[src/rtl/mult_datapath.sv]
// Datapath for the 8-bit signed shift-add multiplier: X/A/B shift chain, 9-bit add/sub unit, 3-bit shift counter.
// Optional MULT_PRODUCT_LATCH_EN adds a registered product and a one-cycle done pulse.
module mult_datapath (
    input  logic        Clk,
    input  logic        Reset,
    input  logic [7:0]  SW,
    input  logic        ClearAX_LoadB,
    input  logic        Ld_A,
    input  logic        Sub,
    input  logic        shift_en,
    input  logic        Ld_x,
    output logic        M,
    output logic [2:0]  count,
    output logic        X,
    output logic [7:0]  Aval,
    output logic [7:0]  Bval,
    output logic [15:0] product,
    output logic        done
);

    logic       r_x;
    logic [7:0] r_a;
    logic [7:0] r_b;
    logic [2:0] r_count;

    logic [8:0] w_s_ext;
    logic [8:0] w_a_ext;
    logic [8:0] w_operand;
    logic [8:0] w_sum;

    // Subtract is invert-plus-one; carry out of bit 8 is dropped by the 9-bit result.
    assign w_s_ext   = {SW[7], SW};
    assign w_a_ext   = {r_a[7], r_a};
    assign w_operand = Sub ? ~w_s_ext : w_s_ext;
    assign w_sum     = w_a_ext + w_operand + {8'd0, Sub};

    always_ff @(posedge Clk) begin
        if (Reset) begin
            r_x     <= 1'b0;
            r_a     <= 8'h00;
            r_b     <= 8'h00;
            r_count <= 3'd0;
        end else if (ClearAX_LoadB) begin
            r_x     <= 1'b0;
            r_a     <= 8'h00;
            r_b     <= SW;
            r_count <= 3'd0;
        end else if (Sub || Ld_A) begin
            r_x <= w_sum[8];
            r_a <= w_sum[7:0];
        end else if (shift_en) begin
            r_a     <= {r_x, r_a[7:1]};
            r_b     <= {r_a[0], r_b[7:1]};
            r_count <= r_count + 3'd1;
        end else if (Ld_x) begin
            r_x <= r_a[7];
        end
    end

    assign M     = r_b[0];
    assign count = r_count;
    assign X     = r_x;
    assign Aval  = r_a;
    assign Bval  = r_b;

`ifdef MULT_PRODUCT_LATCH_EN
    logic        w_shift_fire;
    logic [15:0] r_product;
    logic        r_done;

    // A shift only happens when no higher-priority strobe claims the edge.
    assign w_shift_fire = shift_en && !ClearAX_LoadB && !Sub && !Ld_A;

    always_ff @(posedge Clk) begin
        if (Reset) begin
            r_product <= 16'h0000;
            r_done    <= 1'b0;
        end else begin
            r_done <= 1'b0;
            if (w_shift_fire && (r_count == 3'd7)) begin
                r_product <= {r_x, r_a, r_b[7:1]};
                r_done    <= 1'b1;
            end
        end
    end

    assign product = r_product;
    assign done    = r_done;
`else
    assign product = {r_a, r_b};
    assign done    = 1'b0;
`endif

endmodule

[config.mk]
export PLATFORM = sky130hd
export DESIGN_NAME = mult_datapath
export DESIGN_NICKNAME = d
export VERILOG_FILES = /design/src/rtl/mult_datapath.sv
export SDC_FILE = /design/constraint.sdc
export NUM_CORES = 1
export LEC_CHECK = 0
export ABC_CLOCK_PERIOD_IN_PS = 2900
export CAP_MARGIN = 20
export CORE_MARGIN = 8
export CORE_UTILIZATION = 60
export DETAILED_ROUTE_END_ITERATION = 7
export DONT_BUFFER_PORTS = 1
export GPL_TIMING_DRIVEN = 0
export PLACE_DENSITY = 0.83
export SYNTH_ARGS = -nofsm -noshare
export SYNTH_HDL_FRONTEND = slang
export SYNTH_SLANG_ARGS = --single-unit
[constraint.sdc]
create_clock -name Clk -period 2.9 [get_ports Clk]
set_clock_uncertainty 0.05 [all_clocks]
set_input_delay 0.725 -clock Clk [delete_from_list [all_inputs] [get_ports Clk]]
set_output_delay 0.725 -clock Clk [all_outputs]
set_load 0.05 [all_outputs]
# --- Yosys cells after proc, flatten, opt, wreduce, memory -nomap -nowiden ---
# Cells that the tools add are included.
classes:
  addsub: 3
  eq_ne: 2
  n_mux: 9
  n_bitwise: 2
  n_reduce_logical: 8
ops:
  columns: ["operator", "count"]
  rows:
  - ["$mux W8", 5]
  - ["$add A9 B1 Y9", 1]
  - ["$add A9 B9 Y9", 1]
  - ["$mux W9", 1]
  - ["$not A9 Y9", 1]
  - ["$reduce_and A2 Y1", 3]
  - ["$reduce_bool A2 Y1", 3]
  - ["$add A3 B1 Y3 const B", 1]
  - ["$mux W1", 3]
  - ["$ne A2 B1 Y1 const B", 1]
  - ["$ne A2 B2 Y1 const B", 1]
  - ["$reduce_or A2 Y1", 1]
  - ["$logic_or A1 B1 Y1", 1]
  - ["$not A1 Y1", 1]
totals:
  regBits: 20
  inputBits: 15
  out_inout_bits: 38

# --- Logic depth before layout (Yosys ltp) ---
# Gate-level depths: netlist (run 1).
depth:
  depth_word: 5
  mapped_depth: 8
  depth_no_buf: 7

# --- Worst setup path before layout (run 1) ---
# No wires, ideal clock.
synth_timing:
  kind: "in2reg"
  startpoint: "in Sub"
  endpoint: "reg r_a[6] (netlist: Aval[6])"
  setup_ns: 0.078
  arrival_time_ns: 2.397
  required_time_ns: 2.772
  slack_ns: 0.376
  stages: 8
  cell_sequence: "buf_6 mux2i_4 inv_1 fa_1 a21oi_1 a2bb2oi_1 mux2_2 nor3_1"
synth_between:
  elab_chain_len: 4
  word_cells_on_any_way: 6
  classes_between: "add/sub: 2; mux: 2; reduce/logical: 2"
synth_rtl:
  columns: ["item", "line", "rtl"]
  rows:
  - ["from (decl)", "9", "input logic Sub,"]
  - ["$mux W9", "34", "assign w_operand = Sub ? ~w_s_ext : w_s_ext;"]
  - ["$add A9 B9 Y9", "35", "assign w_sum = w_a_ext + w_operand + {8'd0, Sub};"]
  - ["$add A9 B1 Y9", "35", null]
  - ["$mux W8", "48", "end else if (Sub || Ld_A) begin"]
  - ["to (signal assigned)", "50", "r_a <= w_sum[7:0];"]
  - ["to (signal assigned)", "52", "r_a <= {r_x, r_a[7:1]};"]
  - ["to (decl)", "22", "logic [7:0] r_a;"]
# Several ways; a longest one is shown, not always the timed one.
# A chain may end at the register's enable or synchronous reset.

# --- Worst setup path after layout (run 1) ---
layout_timing:
  startpoint: "reg r_a[0] (netlist: Aval[0])"
  endpoint: "reg r_a[6] (netlist: Aval[6])"
layout_between:
  elab_chain_len: 3
layout_rtl:
  columns: ["item", "line"]
  rows:
  - ["$add A9 B9 Y9", "35"]
  - ["$add A9 B1 Y9", "35"]
  - ["$mux W8", "48"]
# Every way passes these cells.

==> results of run 1 <==
[per-layer routing]
metal  track usage, %  routed length, um  vias to the layer above
met1            18.54               1415                      589
met3            3.859                225                        8
met2            29.75               1857                       32
met5                0                  0                        -
met4            6.667                 65                        0
li1                 -                  -                      611
[cell type report]
cell class                 instances  share of cell area (%)
tap                               30                   2.317
inverter                           5                   1.158
multi-input combinational        123                   57.61
clock buffer                       4                   2.239
buffer                            27                   11.97
sequential                        20                   24.71
[cell usage after synthesis, types with 2 or more instances]
master | n | share of area [%]
a211oi_1 | 3 | 1.5
a21oi_1 | 16 | 5.2
a2bb2oi_1 | 2 | 1.1
buf_2 | 5 | 1.6
buf_4 | 19 | 9.2
buf_6 | 2 | 1.5
dfxtp_1 | 20 | 26
ha_1 | 9 | 7.3
inv_1 | 5 | 1.2
mux2_2 | 11 | 8.0
mux2i_1 | 12 | 7.8
nand2_1 | 8 | 1.9
nand3_1 | 3 | 0.97
nor2_1 | 18 | 4.4
nor3_1 | 4 | 1.3
o21ai_0 | 5 | 1.6
or2_2 | 2 | 0.81
xnor2_1 | 2 | 1.1
xor2_1 | 9 | 5.1
[power groups by stage]
stage,Clock [mW],Combinational (mW),Sequential (mW)
after CTS,0.166,0.297,0.383
final,0.162,0.298,0.381
after global placement,0,0.291,0.387
after global routing,0.181,0.327,0.385
after floorplan,0,0.262,0.379
after detailed placement,0,0.296,0.389
[worst max path at each step]
| stage | start | cells past startpoint | slack (ns) | to |
|---|---|---|---|---|
| detailed placement | Sub | 8 | 0.09 | Aval[6]$_SDFFE_PP0P_ |
| finish | Aval[0]$_SDFFE_PP0P_ | 7 | 0.26 | Aval[6]$_SDFFE_PP0P_ |
| floorplan | Sub | 8 | 0.38 | Aval[6]$_SDFFE_PP0P_ |
| CTS | Aval[0]$_SDFFE_PP0P_ | 7 | 0.28 | Aval[6]$_SDFFE_PP0P_ |
| global placement | Sub | 8 | 0.14 | Aval[6]$_SDFFE_PP0P_ |
| global route | Aval[0]$_SDFFE_PP0P_ | 7 | 0.14 | Aval[6]$_SDFFE_PP0P_ |
[stage by stage]
step	power [mW]	utilization, %	instance area (um2)	instances	worst slack [ns]
2_1_floorplan	0.6414	-	1546	175	0.3755
3_3_place_gp	0.6784	64.53	1584	205	0.1423
3_5_place_dp	0.6859	64.53	1584	205	0.09293
4_1_cts	0.8457	66.00	1620	209	0.2772
5_1_grt	0.8936	66.00	1620	209	0.1422
6_report	0.8418	66.00	1620	209	0.2628
[registers in the layout (all words and copies together) (netlist names)]
name and count:
Bval 8, X 1, count 3, Aval 8
[kinds of logic (layout without fill, tap and decap cells)]
| kind of cell | count (synthesis) | in the layout | synth area share [%] |
|---|---|---|---|
| buf+inv | 32 | 36 | 13.75 |
| compound gates | 35 | 35 | 14.89 |
| mux | 24 | 24 | 17.23 |
| simple gates | 42 | 42 | 13.19 |
| flops | 20 | 20 | 25.89 |
| fa+ha+maj | 10 | 10 | 8.576 |
| xor+xnor | 11 | 11 | 6.230 |
| other cells | 1 | 1 | 0.2425 |
==> flow_summary.toml, run 1 <==
[route]
drc = 0
drt_pass1_iterations = 5
wirelength_um = 3564
postRouteAntennaNets = 0
wl_per_cell_um = 17.05
drtIter0Drc = 67
vias = 1240
vias_per_cell = 5.933

[sta]
min_period_over_period_pct = 90.94
finalSetupViolations = 0
fmax_mhz = 379.2
drv_slew = 0
slew_headroom_pct = 51.78
holdWs_ns = 0.5237
tns_ns = 0
finalHoldViolCount = 0
rsz0062_at_grt = "no"
worst_pin_slew_ns = 0.7223
fin_crit_ns = 2.637

[cells_and_area]
final_common_cell = "dfxtp_1"
multi_input_area_um2 = 933.4
most-common-layout-cells = "dfxtp_1, buf_4, nor2_1, a21oi_1, mux2i_1"
fillerInstances = 217
seq_area_um2 = 400.4
drive_above_1_share_pct = 25.70
areaGrowthSynthToFinish_pct = 4.773
nets = 205
diodes = 0

[setup_path]
cp_max_fo = 6
critPathTopFamily = "multiplexers"
cp_data_required_time_ns = 3.08
slowest_delay_ns = 0.56
crit_path_end_kind = "flip-flop"
critPathLaunchType = "flip-flop"
cpMaxStageDelayCell = "dfxtp_1"
r2r-end = "Aval[6]$_SDFFE_PP0P_"
critPathKind = "flip-flop to flip-flop"
ff2ff_path_depth = 7
arrival_ns = 2.81
ff2ff_setup_slack_ns = 0.26
r2r-start = "Aval[0]$_SDFFE_PP0P_"
cp_num_buf_inv = 1
path_cells = "mux2i_4 > inv_1 > fa_1 > a21oi_1 > a2bb2oi_1 > mux2_2 > nor3_1"

[run]
maxCapViolCount = 0

[power]
combPwrFrac_pct = 35.4
leakagePower_nw = 0.7451
p_switching_mw = 0.3540
peakVddDrop_mv = 0.3614
pwr-share-clk_pct = 19.3
seq_power_share_pct = 45.3
powerDensity_mw_per_mm2 = 519.5
swShare_pct = 42.05
internal_power_mw = 0.4878

[clock_network]
cts_resized = 0
cts_buffers = 3
clockBufferDepth = 2
ctsHtreeMaxLevel = 1
cts.sinks = 20
root_buffer = "clkbuf_4"
clkTransAtPathRegs_ns = 0.11
cts_hold_buf = 0
cts_tree = "done"
insertion_delay_ns = 0.29
cts_setup_buffers = 0

[synth]
synth_edf_count = 0
ys_ff_latch = 20
yosysSeqAreaShare_pct = 25.89
syn-num-nets = 200
async_flop_share_pct = 0
synth_cells = 175
postSynthAreaPerCell_um2 = 8.837
yosysWarnings = 0
syn_area_mm2 = 0.001546
synth-main-ff-cell = "dfxtp_1"
post_synth_num_cell_types = 39

[die]
start_util_pct = 63.00
core_area_mm2 = 0.002455
ios = 53
dieArea_mm2 = 0.004458
row_count = 18
die_w_um = 66.77
die_y_um = 66.77

[global_route]
grt_overflow_total = 0
antenna_found_initial = 0
grt_pass1_wl_um = 5906
grt_max_degree = 12
grt_pass1_vias = 1273
grt_usage_pct = 16.72

[place]
portBuffers = 0
hpwlAfterDp_um = 2895
gp_congestion = 0.8406

[hold_path]
worstHoldStart = "SW[6]"
min_to = "Bval[6]$_SDFFE_PP0P_"
hold_path.class = "input pin to flip-flop"
min_path_cells = 2

[status]
status = "complete, no violations"
Power figures use the tool's default switching activity.
==> run 2: changes to the inputs <==
--- a/config.mk
+++ b/config.mk
@@ -5,6 +5,7 @@
 export SDC_FILE = /design/constraint.sdc
 export NUM_CORES = 1
 export LEC_CHECK = 0
+export ABC_AREA = 1
 export ABC_CLOCK_PERIOD_IN_PS = 2900
 export CAP_MARGIN = 20
 export CORE_MARGIN = 8
==> run 2 against run 1 <==
First-iteration DRC count is 57% higher; register-to-register slack better by 0.57 ns; setup slack better by 0.47 ns; sequential power grew 1%; worst hold slack worse by 0.0098 ns; final cell count increased by 19%; sequential share of layout area up 0.53 points; largest power group unchanged.
==> flow_summary.toml, run 2 <==
[status]
status = "complete, no violations"

[hold_path]
hold_path.class = "input pin to flip-flop"

[clock_network]
cts_hold_buf = 0
clkTransAtPathRegs_ns = 0.12
cts.sinks = 20
cts_resized = 0
clockBufferDepth = 2
insertion_delay_ns = 0.31
ctsHtreeMaxLevel = 1
cts_buffers = 3
cts_setup_buffers = 0
root_buffer = "clkbuf_4"
cts_tree = "done"

[setup_path]
slowest_delay_ns = 0.76
cpMaxStageDelayCell = "dfxtp_1"
critPathKind = "flip-flop to output port"
path_cells = "buf_4"
ff2ff_setup_slack_ns = 0.83
cp_max_fo = 6
critPathTopFamily = "flip-flops"
critPathLaunchType = "flip-flop"
crit_path_end_kind = "output port"
cp_data_required_time_ns = 2.12
arrival_ns = 1.39
cp_num_buf_inv = 1

[synth]
postSynthAreaPerCell_um2 = 7.036
async_flop_share_pct = 0
ys_ff_latch = 20
netlist.area_leader.share_pct = 26.47
synth_largest_area_cell = "dfxtp_1"
yosysWarnings = 0
syn-num-nets = 240
synth_commonest_cells = "nand2_1, dfxtp_1, inv_1, nor2_1, buf_4"
synth_edf_count = 0
syn_area_mm2 = 0.001513
post_synth_num_cell_types = 29
synth_most_common_cell = "nand2_1"
synth_area_leaders = "dfxtp_1, nand2_1, buf_4, ha_1, xor2_1"
synth-main-ff-cell = "dfxtp_1"
synth_cells = 215
yosysSeqAreaShare_pct = 26.47

[power]
leakagePower_nw = 0.7860
peakVddDrop_mv = 0.4410
powerDensity_mw_per_mm2 = 529.6

[place]
hpwlAfterDp_um = 2686
portBuffers = 0
gp_congestion = 0.8231
dpl_cell_area_mm2 = 0.001550

[die]
die_y_um = 66.21
ios = 53
core_area_mm2 = 0.002432
row_count = 18
dieArea_mm2 = 0.004384
start_util_pct = 62.19
die_w_um = 66.21

[sta]
finalHoldViolCount = 0
holdWs_ns = 0.5139
fin_crit_ns = 2.166
tns_ns = 0
min_period_over_period_pct = 74.70
finalSetupViolations = 0
rsz0062_at_grt = "no"
drv_slew = 0
slew_headroom_pct = 56.14
worst_pin_slew_ns = 0.6571
fmax_mhz = 461.6

[cells_and_area]
drive_above_1_share_pct = 15.53
diodes = 0
final_area_mm2 = 0.001587
nets = 245
final_common_cell = "nand2_1"
areaGrowthSynthToFinish_pct = 4.880
most-common-layout-cells = "nand2_1, dfxtp_1, inv_1, nor2_1, buf_4"

[global_route]
antenna_found_initial = 0
grt_pass1_vias = 1255
grt_overflow_total = 0
grt_pass1_wl_um = 5382
grt_max_degree = 12
grt_usage_pct = 15.49

[route]
drt_pass1_iterations = 4
vias = 1315
drc = 0
postRouteAntennaNets = 0
wirelength_um = 3400
wl_per_cell_um = 13.65
drtIter0Drc = 105
vias_per_cell = 5.281

[run]
maxCapViolCount = 0
run 2: cell types whose count changed in the layout (fill, tap and decap cells not counted), sizes merged, moves of 4 or more:
cell and change:
inv +16, nand2 +53, nand3 +8, mux2 -11, buf -6, mux2i -13
nor2 +4, nor3 -4, a311oi +7
run 2: logic make-up (layout without fill, tap and decap cells):
group | Yosys count | in the layout | share of synthesized area, %
fa+ha+maj | 10 | 10 | 8.768
flops | 20 | 20 | 26.47
xor+xnor | 10 | 10 | 5.790
buf+inv | 45 | 49 | 17.12
simple gates | 97 | 97 | 27.71
other cells | 1 | 1 | 0.2479
compound gates | 32 | 32 | 13.90
run 2: path summary, 6_finish.rpt:
check | startpoint | endpoint | cells past startpoint
worst min register to register | count[2]$_SDFFE_PP0P_ | count[2]$_SDFFE_PP0P_ | 2
worst max register to register | Aval[3]$_SDFFE_PP0P_ | Aval[6]$_SDFFE_PP0P_ | 7
worst max-delay path | Aval[1]$_SDFFE_PP0P_ | product[9] | 1
worst min-delay path | SW[4] | Bval[4]$_SDFFE_PP0P_ | 2
run 2: per-layer routing:
| layer | vias up | wire [um] | share of wire, % | track usage, % |
|---|---|---|---|---|
| li1 | 678 | - | - | - |
| met1 | 575 | 1355 | 40 | 17.76 |
| met2 | 57 | 1573 | 46 | 26.90 |
| met3 | 5 | 431 | 13 | 4.746 |
| met4 | 0 | 40 | 1.2 | 4.267 |
| met5 | - | 0 | 0 | 0 |
run 2: through the flow:
step / power, mW / cells / worst slack (ns) / utilization (%)
6_report: 0.8402 / 249 / 0.7336 / 65.23
2_1_floorplan: 0.6353 / 215 / 0.7313 / -
3_5_place_dp: 0.6744 / 245 / 0.5855 / 63.73
4_1_cts: 0.8412 / 249 / 0.7156 / 65.23
5_1_grt: 0.8889 / 249 / 0.6255 / 65.23
3_3_place_gp: 0.6706 / 245 / 0.5985 / 63.73
run 2: area by class of cell:
class | instances | area (um2)
Tap cell | 30 | 37.54
Inverter | 23 | 93.84
Clock buffer | 4 | 36.28
Sequential cell | 20 | 400.4
Fill cell | 231 | 845.8
Buffer | 22 | 165.2
Multi-Input combinational cell | 150 | 853.3
run 2: power by group:
group          internal [mW]  switching, mW  leakage [nW]
Clock                 0.0767         0.0953        0.0210
Combinational         0.0969          0.185         0.601
Sequential             0.294         0.0921         0.164
==> run 3: changes to the inputs <==
--- a/config.mk
+++ b/config.mk
@@ -6,7 +6,7 @@
 export NUM_CORES = 1
 export LEC_CHECK = 0
 export ABC_AREA = 1
-export ABC_CLOCK_PERIOD_IN_PS = 2900
+export ABC_CLOCK_PERIOD_IN_PS = 2000
 export CAP_MARGIN = 20
 export CORE_MARGIN = 8
 export CORE_UTILIZATION = 60
==> constraint.sdc (replaced) <==
create_clock -name Clk -period 2 [get_ports Clk]
set_clock_uncertainty 0.05 [all_clocks]
set_input_delay 0.5 -clock Clk [delete_from_list [all_inputs] [get_ports Clk]]
set_output_delay 0.5 -clock Clk [all_outputs]
set_load 0.05 [all_outputs]
==> run 3 against run 2 <==
Count of clock-buffer cells in the layout stayed put; cell area is 1.0% higher; combinational power is 47% higher; die area stayed put; power is 46% higher; critical path depth stayed put; register-to-register slack worse by 0.71 ns; wire length is 3.4% higher.
==> flow_summary.toml, run 3 (synthesized netlist as in run 2, its figures left out) <==
[status]
status = "complete, no violations"

[power]
peakVddDrop_mv = 0.6422
fin_total_pwr_mw = 1.231
powerDensity_mw_per_mm2 = 767.8
leakagePower_nw = 0.7881

[sta]
finalSetupViolations = 0
tns_ns = 0
drv_slew = 0
slew_headroom_pct = 57.17
fmax_mhz = 517.9
min_period_over_period_pct = 96.55
fin_crit_ns = 1.931
rsz0062_at_grt = "no"
finalHoldViolCount = 0
worst_pin_slew_ns = 0.6416

[clock_network]
cts.sinks = 20
cts_tree = "done"
clockBufferDepth = 2
clkTransAtPathRegs_ns = 0.13
cts_setup_buffers = 0
ctsHtreeMaxLevel = 1
insertion_delay_ns = 0.32
cts_buffers = 3
root_buffer = "clkbuf_4"

[cells_and_area]
most-common-layout-cells = "nand2_1, inv_1, nor2_1, buf_4, dfxtp_1"
seq_area_um2 = 410.4
areaGrowthSynthToFinish_pct = 5.956
multi_input_area_um2 = 859.6
diodes = 0
final_common_cell = "nand2_1"
layoutNonFillerInstCount = 249
fillerInstances = 229
final_area_mm2 = 0.001603
nets = 245
drive_above_1_share_pct = 19.18

[setup_path]
arrival_ns = 1.38
path_cells = "buf_4"
crit_end = "product[14]"
r2r-end = "X$_SDFFE_PP0P_"
cp_num_buf_inv = 1
critPathTopFamily = "flip-flops"
crit_cells = 1
critPathLaunchType = "flip-flop"
crit_path_end_kind = "output port"
ff2ff_setup_slack_ns = 0.12
critPathKind = "flip-flop to output port"
slowest_delay_ns = 0.75
cp_data_required_time_ns = 1.45
cp_max_fo = 5
crit_path_start = "Aval[6]$_SDFFE_PP0P_"
ff2ff_path_depth = 9
cpMaxStageDelayCell = "dfxtp_1"
r2r-start = "Aval[7]$_SDFFE_PP0P_"

[route]
drc = 0
vias = 1339
vias_per_cell = 5.378
wl_per_cell_um = 14.11
wirelength_um = 3514
postRouteAntennaNets = 0
drt_pass1_iterations = 4
drtIter0Drc = 94

[place]
gp_congestion = 0.8231
portBuffers = 0
dpl_cell_area_mm2 = 0.001550
hpwlAfterDp_um = 2686
placed_cells = 245

[die]
ios = 53
die_w_um = 66.21
dieArea_mm2 = 0.004384
core_area_mm2 = 0.002432
die_y_um = 66.21
row_count = 18
start_util_pct = 62.19

[global_route]
antenna_found_initial = 0
grt_max_degree = 12
grt_usage_pct = 15.49
grt_overflow_total = 0
grt_pass1_wl_um = 5382
grt_pass1_vias = 1255

[hold_path]
min_path_cells = 2
hold_path.class = "input pin to flip-flop"

[run]
maxCapViolCount = 0
[run 3: cell count changes in the layout (fill, tap and decap cells not counted)]
cell,delta
dfxtp_1,-6
dfxtp_2,+5
a21oi_1,-1
a21oi_2,+1
dfxtp_4,+1
fa_1,-1
fa_2,+1
[run 3: metal layers]
layer	global-route usage (%)	routed length, um
met5	0	0
met2	26.90	1642
met1	17.76	1462
met4	4.267	40
met3	4.746	368
[run 3: where the power goes]
part           total [mW]  switching (mW)  internal, mW  leakage [nW]
clock               0.254           0.143         0.111        0.0210
sequential          0.562           0.134         0.428         0.167
combinational       0.415           0.273         0.142         0.600
[run 3: worst min path at each step]
stage,startpoint,end,slack [ns]
3_5_place_dp,SW[4],Bval[4]$_SDFFE_PP0P_,0.63
5_1_grt,SW[4],Bval[4]$_SDFFE_PP0P_,0.29
2_1_floorplan,SW[5],Bval[5]$_SDFFE_PP0P_,0.61
4_1_cts,SW[4],Bval[4]$_SDFFE_PP0P_,0.29
6_report,SW[4],Bval[4]$_SDFFE_PP0P_,0.28
3_3_place_gp,SW[5],Bval[5]$_SDFFE_PP0P_,0.62
[run 3: timing repair]
action / in CTS / in global routing
pin swaps: 0 / 0
resized for setup: 2 / 7
hold buffers: 0 / 0
hold endpoints to repair: 0 / 0
endpoints found under the setup margin: 2 / 7
[run 3: metrics by stage]
stage | hold WS [ns] | utilization, % | worst slack [ns]
after detailed placement | 0.6260 | 63.73 | -0.08946
after CTS | 0.2889 | 65.33 | 0.04063
after global placement | 0.6230 | 63.73 | -0.07654
final | 0.2795 | 65.90 | 0.06909
after floorplan | 0.6115 | - | 0.05635
after global routing | 0.2907 | 65.90 | 0.004898
[run 3: area by class of cell]
class | count | area share [%]
flip-flops and latches | 20 | 25.60
well taps | 30 | 2.342
inverters | 23 | 5.855
multi-input cells | 150 | 53.63
plain buffers | 22 | 10.30
clock buffers | 4 | 2.264
